### src/rtl/lc3_pipe_pkg.sv
// Shared constants, types and helpers for the LC-3 pipeline fetch stage.
package lc3_pipe_pkg;

    localparam logic [15:0] LC3_NOP      = 16'h0000;
    localparam logic [15:0] LC3_RESET_PC = 16'h3000;

    typedef enum logic {
        StRun   = 1'b0,
        StDrain = 1'b1
    } fetch_state_e;

    // Two-bit branch direction counter encodings.
    localparam logic [1:0] CTR_SNT = 2'b00;
    localparam logic [1:0] CTR_WNT = 2'b01;
    localparam logic [1:0] CTR_WT  = 2'b10;
    localparam logic [1:0] CTR_ST  = 2'b11;

    typedef struct packed {
        logic [15:0] inst;
        logic [15:0] npc;
        logic [15:0] forecast;
    } fetch_out_t;

    function automatic logic [1:0] ctr_next(input logic [1:0] ctr, input logic taken);
        logic [1:0] res;
        res = ctr;
        if (taken && ctr != CTR_ST) begin
            res = ctr + 2'd1;
        end else if (!taken && ctr != CTR_SNT) begin
            res = ctr - 2'd1;
        end
        return res;
    endfunction

endpackage

### src/rtl/lc3_btb.sv
// Direct-mapped branch target buffer: combinational lookup, synchronous update.
module lc3_btb
    import lc3_pipe_pkg::*;
#(
    parameter int unsigned IDX = 3
) (
    input  logic        clk,
    input  logic        reset,
    input  logic [15:0] lookup_pc,
    output logic        hit,
    output logic        predict_taken,
    output logic [15:0] target,
    input  logic        upd_en,
    input  logic [15:0] upd_pc,
    input  logic [15:0] upd_target,
    input  logic        upd_taken
);

    localparam int unsigned ENTRIES = 1 << IDX;
    localparam int unsigned TAG_W   = 16 - IDX;

    logic [ENTRIES-1:0] valid_q;
    logic [1:0]         ctr_q [ENTRIES];
    logic [TAG_W-1:0]   tag_q [ENTRIES];
    logic [15:0]        tgt_q [ENTRIES];

    logic [IDX-1:0] lk_idx;
    logic [IDX-1:0] up_idx;
    logic           up_hit;
    logic           up_write;

    assign lk_idx = lookup_pc[IDX-1:0];
    assign up_idx = upd_pc[IDX-1:0];

    assign hit           = valid_q[lk_idx] && (tag_q[lk_idx] == lookup_pc[15:IDX]);
    assign predict_taken = ctr_q[lk_idx][1];
    assign target        = tgt_q[lk_idx];

    assign up_hit   = valid_q[up_idx] && (tag_q[up_idx] == upd_pc[15:IDX]);
    // A not-taken miss leaves the entry alone; everything else rewrites tag and target.
    assign up_write = upd_en && (up_hit || upd_taken);

    always_ff @(posedge clk or posedge reset) begin
        if (reset) begin
            valid_q <= '0;
            for (int unsigned i = 0; i < ENTRIES; i++) begin
                ctr_q[i] <= CTR_WNT;
            end
        end else if (upd_en) begin
            if (up_hit) begin
                ctr_q[up_idx] <= ctr_next(ctr_q[up_idx], upd_taken);
            end else if (upd_taken) begin
                valid_q[up_idx] <= 1'b1;
                ctr_q[up_idx]   <= CTR_WT;
            end
        end
    end

    always_ff @(posedge clk) begin
        if (up_write) begin
            tag_q[up_idx] <= upd_pc[15:IDX];
            tgt_q[up_idx] <= upd_target;
        end
    end

endmodule

### src/rtl/lc3_pipeline_stage0.sv
// LC-3 instruction fetch: PC, imem request handshake, BTB prediction and redirect draining.
module lc3_pipeline_stage0
    import lc3_pipe_pkg::*;
#(
    parameter logic [15:0] RESET_PC = LC3_RESET_PC,
    parameter int unsigned BTB_IDX  = 3
) (
    input  logic        clk,
    input  logic        reset,
    input  logic        stall,
    input  logic        I_redirect,
    input  logic [15:0] I_redirect_pc,
    input  logic        I_upd_en,
    input  logic [15:0] I_upd_pc,
    input  logic [15:0] I_upd_target,
    input  logic        I_upd_taken,
    output logic        O_imem_req,
    output logic [15:0] O_imem_addr,
    input  logic        I_imem_rdy,
    input  logic [15:0] I_imem_data,
    output logic [15:0] O_inst,
    output logic [15:0] O_npc,
    output logic [15:0] O_Forcast_pc
);

    fetch_state_e state_q, state_d;
    logic [15:0]  pc_q, pc_d;
    logic [15:0]  pend_pc_q, pend_pc_d;
    fetch_out_t   out_q, out_d;
    fetch_out_t   hold_q, hold_d;
    logic         hold_valid_q, hold_valid_d;

    logic         btb_hit;
    logic         btb_taken;
    logic [15:0]  btb_target;
    logic [15:0]  pc_plus1;
    logic [15:0]  forecast;
    logic         req;
    logic         fire;

    lc3_btb #(
        .IDX (BTB_IDX)
    ) u_btb (
        .clk           (clk),
        .reset         (reset),
        .lookup_pc     (pc_q),
        .hit           (btb_hit),
        .predict_taken (btb_taken),
        .target        (btb_target),
        .upd_en        (I_upd_en),
        .upd_pc        (I_upd_pc),
        .upd_target    (I_upd_target),
        .upd_taken     (I_upd_taken)
    );

    assign pc_plus1 = pc_q + 16'd1;
    assign forecast = (btb_hit && btb_taken) ? btb_target : pc_plus1;

    // The request drops combinationally with reset so an in-flight fetch is abandoned at once.
    assign req  = !reset && ((state_q == StRun && !hold_valid_q) || state_q == StDrain);
    assign fire = req && I_imem_rdy;

    assign O_imem_req   = req;
    assign O_imem_addr  = pc_q;
    assign O_inst       = out_q.inst;
    assign O_npc        = out_q.npc;
    assign O_Forcast_pc = out_q.forecast;

    always_comb begin
        state_d      = state_q;
        pc_d         = pc_q;
        pend_pc_d    = pend_pc_q;
        out_d        = out_q;
        hold_d       = hold_q;
        hold_valid_d = hold_valid_q;

        unique case (state_q)
            StRun: begin
                if (I_redirect) begin
                    out_d.inst   = LC3_NOP;
                    hold_valid_d = 1'b0;
                    if (req && !I_imem_rdy) begin
                        // The in-flight request must complete before the PC can move.
                        pend_pc_d = I_redirect_pc;
                        state_d   = StDrain;
                    end else begin
                        pc_d = I_redirect_pc;
                    end
                end else if (stall) begin
                    if (fire) begin
                        hold_d       = '{inst: I_imem_data, npc: pc_plus1, forecast: forecast};
                        hold_valid_d = 1'b1;
                        pc_d         = forecast;
                    end
                end else if (hold_valid_q) begin
                    out_d        = hold_q;
                    hold_valid_d = 1'b0;
                end else if (fire) begin
                    out_d = '{inst: I_imem_data, npc: pc_plus1, forecast: forecast};
                    pc_d  = forecast;
                end else begin
                    out_d.inst = LC3_NOP;
                end
            end
            StDrain: begin
                out_d.inst = LC3_NOP;
                if (I_redirect) begin
                    pend_pc_d = I_redirect_pc;
                end
                if (fire) begin
                    pc_d    = pend_pc_d;
                    state_d = StRun;
                end
            end
            default: begin
                state_d = StRun;
            end
        endcase
    end

    always_ff @(posedge clk or posedge reset) begin
        if (reset) begin
            state_q      <= StRun;
            pc_q         <= RESET_PC;
            pend_pc_q    <= RESET_PC;
            out_q        <= '{inst: LC3_NOP, npc: RESET_PC + 16'd1, forecast: RESET_PC + 16'd1};
            hold_q       <= '0;
            hold_valid_q <= 1'b0;
        end else begin
            state_q      <= state_d;
            pc_q         <= pc_d;
            pend_pc_q    <= pend_pc_d;
            out_q        <= out_d;
            hold_q       <= hold_d;
            hold_valid_q <= hold_valid_d;
        end
    end

endmodule
### config.mk
export PLATFORM = sky130hd
export DESIGN_NAME = lc3_pipeline_stage0
export DESIGN_NICKNAME = d
export VERILOG_FILES = /design/src/rtl/lc3_pipe_pkg.sv /design/src/rtl/lc3_btb.sv /design/src/rtl/lc3_pipeline_stage0.sv
export SDC_FILE = /design/constraint.sdc
export NUM_CORES = 1
export LEC_CHECK = 0
export ABC_AREA = 1
export BUFFER_PORTS_ARGS = -buffer_cell sky130_fd_sc_hd__buf_2
export CORE_ASPECT_RATIO = 0.9
export CORE_MARGIN = 10
export CORE_UTILIZATION = 50
export CTS_CLUSTER_SIZE = 16
export DETAILED_ROUTE_END_ITERATION = 7
export GPL_ROUTABILITY_DRIVEN = 0
export PLACE_DENSITY = 0.68
export SKIP_LAST_GASP = 1
export SYNTH_ARGS = -nofsm -noshare
export SYNTH_HDL_FRONTEND = slang
export SYNTH_SLANG_ARGS = --single-unit
### constraint.sdc
create_clock -name clk -period 6.2 [get_ports clk]
set_clock_uncertainty 0.05 [all_clocks]
set_input_delay 0.62 -clock clk [delete_from_list [all_inputs] [get_ports clk]]
set_output_delay 0.62 -clock clk [all_outputs]
set_load 0.02 [all_outputs]
# Word level (Yosys, flattened, before mapping)
# Memories as Yosys holds them, arrays and structs flattened.
# Cells that the tools add are included.
# Widths: inputs -> output; s select.
dict set report word_totals {
  word_cells 126
  mem_bits_rw 232
  input_bits 71
  regBits 154
  mem_count 2
}
dict set report classes {
  n_reduce_logical 28
  n_bitwise 10
  eq_ne 10
  magnitude_cmp 6
  mux 48
  add_sub_neg 3
}
# name depth word_bits rd rd_clocked_by_memory_dff write_ports line_no
set mem_list {}
lappend mem_list {u_btb.tgt_q 8 16 1 0 1 lc3_btb.sv:25} ;# logic [15:0] tgt_q [ENTRIES];
lappend mem_list {u_btb.tag_q 8 13 2 0 1 lc3_btb.sv:24} ;# logic [TAG_W-1:0] tag_q [ENTRIES];
# cell count
set op_table {}
lappend op_table {{$mux 16} 14}
lappend op_table {{$mux 48} 2}
lappend op_table {{$pmux 16 s2} 3}
lappend op_table {{$mux 32} 1}
lappend op_table {{$eq 13x13->1} 2}
lappend op_table {{$mux 2} 9}
lappend op_table {{$add 16x1->16 const B} 1}
lappend op_table {{$bwmux 16} 1}
lappend op_table {{$or 8x8->8} 2}
lappend op_table {{$bmux 2 s3} 2}
lappend op_table {{$logic_and 1x1->1} 12}
lappend op_table {{$mux 1} 11}
lappend op_table {{$and 8x8->8} 1}
lappend op_table {{$ge 4x4->1 const B} 2}
lappend op_table {{$lt 3x4->1 const B} 2}
lappend op_table {{$not 3->4} 2}
lappend op_table {{$not 8->8} 1}
lappend op_table {{$reduce_and 4->1} 2}
lappend op_table {{$bmux 1 s3} 2}
lappend op_table {{$demux 2 s3} 1}
lappend op_table {{$ne 3x3->1 const B} 2}
lappend op_table {{$reduce_and 2->1} 3}
lappend op_table {{$reduce_and 3->1} 2}
lappend op_table {{$reduce_bool 2->1} 3}
lappend op_table {{13 further kinds} 22}

# Depth between registers and ports, before layout
# Gate-level depths: netlist of run 1.
dict set report logic_depth {
  ltp_word 12
  mapped_depth 20
}

# By module
# Synthesis of run 1 repeated with hierarchy kept, for this count alone.
dict set report unflattened {
  hier_cells 2099
  hier_area_um2 18647.9
}
# mod cells_per_inst area_per_inst_um2 n_inst seq_area_each_um2
set by_module_without_submodules {}
lappend by_module_without_submodules {lc3_btb 1279 12281.8 1 7577.3}
lappend by_module_without_submodules {lc3_pipeline_stage0 820 6366.1 1 3265.6}

# Worst setup path before layout of run 1
# No wires, ideal clock.
dict set report synth_path {
  path_kind {input to register}
  from {input I_upd_pc[0]}
  to {memory u_btb.tag_q[2][0] in the netlist's numbering, enable pin}
  path_slack_ns 2.921
  path_buffers 3
  setup_time_ns 0.393
  required_ns 5.757
  path_stages 16
  t_arrival_ns 2.837
  path_cell_list {buf_6 -> buf_6 -> buf_6 -> o21ai_0 -> nand2_1 -> nand2_1 -> nand2_1 -> nand4_2 -> nand2_1 -> nor2_1 -> nand2_1 -> nor2_4 -> nand2_4 -> nand2_4 -> nand2_8 -> nor2_2}
}
dict set report synth_between {
  elab_chain_cells 7
  word_cells_on_any_way 9
}
# element line_no
set synth_rtl {}
lappend synth_rtl {{start: declaration} lc3_pipeline_stage0.sv:14} ;# input logic [15:0] I_upd_pc,
lappend synth_rtl {{$mem_v2 8x13 / $bmux 1 s3 (equally long branches)} n/a}
lappend synth_rtl {{$eq 13x13->1 / $mux 1 (equally long branches)} lc3_btb.sv:39} ;# assign up_hit = valid_q[up_idx] && (tag_q[up_idx] == upd_pc[15:IDX]);
lappend synth_rtl {{$logic_and 1x1->1} lc3_btb.sv:39}
lappend synth_rtl {{$logic_or 1x1->1} lc3_btb.sv:41} ;# assign up_write = upd_en && (up_hit || upd_taken);
lappend synth_rtl {{$logic_and 1x1->1} lc3_btb.sv:41}
lappend synth_rtl {{$mux 1} lc3_btb.sv:60} ;# if (up_write) begin
lappend synth_rtl {{$mux 1 (not written as such)} lc3_btb.sv:61} ;# tag_q[up_idx] <= upd_pc[15:IDX];
lappend synth_rtl {{end: declaration} lc3_btb.sv:24}
# Several ways; a longest one is shown, not always the timed one. The select of a mux whose other input is x is not followed.

# Final worst setup path of run 1
dict set report layout_path {
  from {register pc_q[0], in the netlist O_imem_addr[0]}
  to {register out_q, in the netlist O_Forcast_pc[8]}
}
dict set report layout_between {
  elab_chain_cells 8
  word_cells_on_any_way 15
}
# element line_no
set layout_rtl {}
lappend layout_rtl {{start: declaration} lc3_pipeline_stage0.sv:27} ;# logic [15:0] pc_q, pc_d;
lappend layout_rtl {{start signal: assignment} lc3_pipeline_stage0.sv:131} ;# pc_q <= pc_d;
lappend layout_rtl {{branches (longest 5 deep; another with $mem_v2 8x13)} n/a}
lappend layout_rtl {{$mux 16 *} lc3_pipeline_stage0.sv:57} ;# assign forecast = (btb_hit && btb_taken) ? btb_target : pc_plus1;
lappend layout_rtl {{$mux 32 *} lc3_pipeline_stage0.sv:98} ;# end else if (fire) begin
lappend layout_rtl {{$mux 48 *} lc3_pipeline_stage0.sv:95} ;# end else if (hold_valid_q) begin
lappend layout_rtl {{end signal: assignment} lc3_pipeline_stage0.sv:126} ;# out_q <= '{inst: LC3_NOP, npc: RESET_PC + 16'd1, forecast: RESET_PC + 16'd1};
lappend layout_rtl {{end signal: assignment} lc3_pipeline_stage0.sv:133} ;# out_q <= out_d;
lappend layout_rtl {{end: declaration} lc3_pipeline_stage0.sv:29} ;# fetch_out_t out_q, out_d;
# Mark *: on every way between the ends. The select of a mux whose other input is x is not followed.
# A chain may end at the register's enable or synchronous reset.

==> metrics, run 1 <==
FFs w/ async S/R, synth 39.90%; Synth area leader edfxtp_1; power share of the sequential group 41.3%; switching share of power 36.86%; CTS resizes 0; CTS tree built; Final Instance Area around 0.021 mm2; failing checks DRC; final setup violating endpoints 0; Mean Syn Cell Area around 9 um2; CTS Hold Buffers Added 0; Max Cap Viol 0; P&R area growth vs syn 12.00%; status complete, but fails checks; placed wire-length estimate 33710 um; ranking of synthesized cells by area edfxtp_1 (38%), dfrtp_1 (18%), nand2_1 (13%), o21ai_0 (5.0%), nand3_1 (4.0%); CP bufs+invs 1; routed len/inst 20.03 um; worst-path cell chain inv_2 -> nand2_1 -> nand3_1 -> nand3_1 -> nand2_1 -> nand2_1 -> nand2_1 -> nor2_1 -> nand2_1 -> nor2_4 -> nand2_4 -> nand2_1 -> and2_1 -> nor2_1 -> o21ai_0; share of post-route cells with drive strength above 1 between 10% and 20%; I/O Buffers 135; Die Ht a little over 200 um; crit-path leading delay family simple AND/OR/NAND/NOR gates; die area 0.04525 mm2; worst reg2reg setup slack 2010 ps; Worst Tran Pin Value 1196 ps; post-synth top area share ~38%; setup TNS 0 ps; clock power share 29.4%; Die Wd 223.1 um; CP startpoint kind register; Via-to-Cell Ratio 5.770; GRT Residual Overflow 0; TritonCTS Buffers 42; commonest non-fill, non-tap cells in the layout nand2_1 (640), edfxtp_1 (232), o21ai_0 (184), nor2_1 (159), nand3_1 (150); htree depth 2; Setup Buffers After CTS 0; Required @ worst endpoint 6620 ps; unrepaired setup endpoints after global routing false; Pre-Repair DR Iteration Count 8; Sink Count roughly 390; post-synth cell types 51; Tmin final approximately 4200 ps; Max Clock Freq about 0.24 GHz; CTS max path bufs 3; NetSw a little over 0.003 W; Layout fillers 3118; Post-Route WL 52910 um; Clock Latency Late Sink about 560 ps; FF+latch count, synth between 300 and 400; Mapped Nets 2125; leading cell type in the layout, fill and taps excluded nand2_1; Largest stage delay, worst path around 1000 ps; worst-case reg-to-reg path depth 15; Nets around 2200; Worst Hold Class input pin to async pin; GRT Overall Usage 22.73%; Mapped Area 0.01857 mm2; initial drt markers between 1500 and 2000; Post-synth EDFFs approximately 230; P_int between 0.005 and 0.006 W; Top cell by count, worst path nand2_1; Row Count 66; DRT antenna net count 0; DR vias ~15000; Crit. End Element register; clk slew on worst S/H paths 60 ps; P_leak between 9 and 10 nW; Core ar. between 0.03 and 0.04 mm2; fin crit share 67.64%; Rel. slew slack 20.18%; IO Count 136; initial antenna violation count 1; Peak supply drop 0.2762 mV; Residual DRC 2; vias in the first global route ~14000; PD cells about 400 mW/mm2; ys flop type edfxtp_1; Synthesis Warnings 0; initial core utilization 50.99%; largest net degree at the start of global routing 86; terminus of the critical flop-to-flop path O_Forcast_pc[8]; reg-to-reg startpoint O_imem_addr[0]; Post-Place Cell Area 0.01945 mm2; WP data arrival 4610 ps; Seq/Total Area, Yosys 58.40%; Final Max Slew Viols 0; final hold viol count 0; critical path class register to register; critical-path maximum fanout 80; CTS root buf clkbuf_16; Comb pwr share roughly 30%; first-pass GRT wire length 82860 um; Post-Synthesis Cells 2051; ANT cells 0; Critical-path top delay cell dfrtp_4
-- synth_stat cells, drive strengths merged (2+ instances only) --
cell     count
nand2      654
edfxtp     232
o21ai      195
nor2       173
inv        159
nand3      155
dfrtp      136
a21oi       72
clkbuf      58
buf         51
o221ai      24
dfstp       18
o22ai       18
xor2        17
a32o        15
a221o       13
nand4        9
and2         8
nor3         7
o211ai       6
a31oi        4
nand3b       4
o21bai       4
ha           3
a21o         2
a221oi       2
clkinv       2
o21a         2
o2bb2ai      2
-- cell type report --
class                           count  area [um2]  share of cell area [%]
Tap cell                          476       595.6                   2.864
Sequential cell                   386       10850                   52.17
Timing Repair Buffer              149       780.7                   3.754
Multi-Input combinational cell   1395        6608                   31.77
Clock buffer                       57        1190                   5.722
Inverter                          161       614.3                   2.954
Clock inverter                     18       158.9                  0.7641
-- per-layer routing --
| layer | up-vias | part of all wire [%] | GRT usage, % |
|---|---|---|---|
| met1 | 7322 | 44 | 32.36 |
| met2 | 754 | 45 | 34.79 |
| met4 | 2 | 2.7 | 6.872 |
| met3 | 94 | 8.4 | 4.021 |
| li1 | 7072 | - | - |
| met5 | - | 0.038 | 0 |
-- registers in the layout, indices dropped and copies added, names as in the netlist --
name / count
O_inst: 16
hold_valid_q: 1
O_npc: 16
O_Forcast_pc: 16
state_q: 1
O_imem_addr: 16
u_btb.tag_q: 104
u_btb.valid_q: 8
u_btb.ctr_q: 16
u_btb.tgt_q: 128
hold_q: 48
pend_pc_q: 16
-- cell families after synthesis --
| group | Yosys count | share of synthesized area (%) |
|---|---|---|
| XOR/XNOR | 17 | 0.8019 |
| buffers and inverters | 270 | 6.146 |
| AO/OA/AOI/OAI | 362 | 11.54 |
| adder cells (fa/ha/maj) | 3 | 0.2022 |
| flip-flops | 386 | 58.40 |
| AND/OR/NAND/NOR | 1013 | 22.92 |
-- power groups by stage --
stage	registers [W]	clock network (W)	logic (W)
3_5_place_dp	0.00350	0	0.00244
6_report	0.00346	0.00246	0.00247
5_1_grt	0.00350	0.00260	0.00274
4_1_cts	0.00345	0.00249	0.00245
3_3_place_gp	0.00349	0	0.00240
2_1_floorplan	0.00353	0	0.00154
-- metrics by stage --
stage          power [W]  hold WS [ps]  cells  util (%)  worst slack (ps)
6_report        0.008392         176.2   2642     57.11              2007
5_1_grt         0.008844         230.7   2642     57.11              1712
4_1_cts         0.008395         207.9   2642     57.11              2098
3_5_place_dp    0.005937         403.5   2567     53.40              1881
3_3_place_gp    0.005883         401.8   2567     53.40              1937
2_1_floorplan   0.005064         391.9   2051         -              1410
-- how the worst max path moves through the flow --
stage	cells past startpoint	to	start
floorplan	1	O_Forcast_pc[10]	reset
global placement	17	u_btb.tgt_q[4][2]	I_upd_pc[1]
detailed placement	15	u_btb.tgt_q[4][0]	I_upd_pc[0]
CTS	15	O_Forcast_pc[8]	O_imem_addr[0]
global route	15	O_Forcast_pc[8]	O_imem_addr[0]
finish	15	O_Forcast_pc[8]	O_imem_addr[0]
No activity file was read; power rests on OpenSTA's default activity.
==> inputs of run 2 (changes only) <==
--- a/config.mk
+++ b/config.mk
@@ -13,7 +13,7 @@
 export CTS_CLUSTER_SIZE = 16
 export DETAILED_ROUTE_END_ITERATION = 7
 export GPL_ROUTABILITY_DRIVEN = 0
-export PLACE_DENSITY = 0.68
+export PLACE_DENSITY = 0.71
 export SKIP_LAST_GASP = 1
 export SYNTH_ARGS = -nofsm -noshare
 export SYNTH_HDL_FRONTEND = slang
==> constraint.sdc (replaced) <==
create_clock -name clk -period 3.6 [get_ports clk]
set_clock_uncertainty 0.05 [all_clocks]
set_input_delay 0.36 -clock clk [delete_from_list [all_inputs] [get_ports clk]]
set_output_delay 0.36 -clock clk [all_outputs]
set_load 0.02 [all_outputs]
==> metrics, run 2 (synthesis gave the netlist of run 1 again) <==
Residual DRC 0 (-2); GRT Residual Overflow 0 (unchanged); htree depth 2 (unchanged); Row Count 66 (unchanged); final core occ 58.67% (+1.6 points); commonest non-fill, non-tap cells in the layout nand2_1 (640), edfxtp_1 (232), o21ai_0 (184), nor2_1 (159), nand3_1 (150); CP startpoint kind register; largest net degree at the start of global routing 135 (+57%); Max Cap Viol 0 (unchanged); CTS resizes 0 (unchanged); GRT Overall Usage 22.83% (+0.097 points); leading cell type in the layout, fill and taps excluded nand2_1; top flop regs u_btb.tgt_q (128), u_btb.tag_q (104), hold_q (48); total power 0.01455 W (+73%); Final Max Slew Viols 0 (unchanged); critical path class register to register; Worst Tran Pin Value 1325 ps (+128.6 ps); Tmin final 3145 ps (-1049 ps); DRT antenna net count 0 (unchanged); vias in the first global route 14574 (+0.87%); DR vias 15413 (+1.1%); critical-path maximum fanout 18 (-78%); setup slack at placement 362.6 ps (-1518 ps); Top reg by flops u_btb.tgt_q; CTS root buf clkbuf_16; initial drt markers 2025 (+14%); share of post-route cells with drive strength above 1 14.02% (+1.0 points); Pre-Repair DR Iteration Count 6 (-2); Clock Latency Late Sink 550 ps (about the same); Die Ht 202.8 um (unchanged); TritonCTS Buffers 42 (unchanged); Sink Count 386 (unchanged); Max Clock Freq 0.3180 GHz (+33%); reg-to-reg startpoint O_imem_addr[0]; WL met1 22950 um (-0.38%); P&R area growth vs syn 15.07%; IO Count 136 (unchanged); terminus of the critical flop-to-flop path O_Forcast_pc[11]; Rel. slew slack 11.37% (-8.8 points); Setup Buffers After CTS 0 (unchanged); Core ar. 0.03642 mm2 (unchanged); Die Wd 223.1 um (unchanged); met2 WL 24000 um (+0.19%); placed wire-length estimate 35490 um (+5.3%); hold_ws 32.14 ps (-144.0 ps); routed wl met3 4951 um (+11%); Peak supply drop 0.5953 mV (+120%); P_leak 9.460 nW (+2.8%); max FFs per register 128 (unchanged); top sig layer met4; Layout fillers 3085 (-1.1%); I/O Buffers 135 (unchanged); Worst Hold Class input pin to register; WP data arrival 3540 ps (-1070 ps); Crit. End Element register; Required @ worst endpoint 3990 ps (-2630 ps); CTS Hold Buffers Added 17 (+17); status finished, final reports clean; initial antenna violation count 1 (unchanged); clk slew on worst S/H paths 60 ps (about the same); Worst Hold End pend_pc_q[12]; final setup violating endpoints 0 (unchanged); unrepaired setup endpoints after global routing false; routed len/inst 19.81 um (-1.1%); Nets 2260 (+2.3%); worst-case reg-to-reg path depth 15 (unchanged); die area 0.04525 mm2 (unchanged); CTS max path bufs 3 (unchanged); first-pass GRT wire length 83060 um (+0.24%); min-delay src I_redirect_pc[12]; Post-Route WL 53420 um (+0.96%); Via-to-Cell Ratio 5.717 (-0.92%); WHS Path Cells 2; fin crit share 87.36% (+20 points); CTS tree built; worst reg2reg setup slack 460 ps (-1550 ps); initial core utilization 50.99% (unchanged); slack of the critical path 455.0 ps (-1551 ps); setup TNS 0 ps (unchanged); final hold viol count 0 (unchanged); PD cells 680.8 mW/mm2 (+69%)
run 2: cell types whose count changed in the layout (fill, tap and decap cells not counted), sizes merged:
cell / change
buf: +34
bufinv: +1
clkbuf: +4
clkinv: -3
clkinvlp: +2
diode: +1
dlygate4sd3: +17
inv: -2
run 2: worst max-delay path by stage:
stage                        end           start
2_1_floorplan  u_btb.tag_q[2][0]     I_upd_pc[0]
3_3_place_gp      u_btb.ctr_q[3]     I_upd_pc[0]
3_5_place_dp      u_btb.ctr_q[3]     I_upd_pc[0]
4_1_cts         O_Forcast_pc[11]  O_imem_addr[0]
5_1_grt         O_Forcast_pc[12]  O_imem_addr[0]
6_report        O_Forcast_pc[11]  O_imem_addr[0]
run 2: through the flow:
stage / cell area [um2] / instances
after floorplan: 18570 / 2051
after global placement: 19850 / 2601
after detailed placement: 19850 / 2601
after CTS: 21360 / 2695
after global routing: 21370 / 2696
final: 21370 / 2696
run 2: area by class of cell:
type	instances	area, um2	area share, %
inverter	161	613.1	2.869
clock inverter	16	158.9	0.7437
multi-input combinational	1395	6608	30.92
clock buffer	61	1184	5.540
sequential	386	10850	50.78
timing repair buffer	200	1356	6.348
antenna	1	2.502	0.01171
tap	476	595.6	2.787
run 2: where the power goes:
group          internal (W)  total, W  switching [W]
clock               0.00250   0.00422        0.00173
combinational       0.00138   0.00444        0.00306
sequential          0.00537   0.00588       0.000514
run 2: per-layer routing:
metal | vias to the layer above | GRT usage [%]
met3 | 107 | 3.648
met1 | 7387 | 32.13
met5 | - | 0
met2 | 757 | 35.35
met4 | 0 | 7.548
li1 | 7162 | -
run 2: critical path: stages (launching register included):
cell and delay [ps]:
dfrtp_4 490, inv_2 340, buf_4 290, nand2_1 70, nand3_1 70, nand3_1 250, nand3b_1 180, nand2_1 60
nor2_1 120, nand2_1 110, nor2_4 130, buf_4 240, nand3_1 180, and2_1 250, o21ai_1 120, nand2_1 60
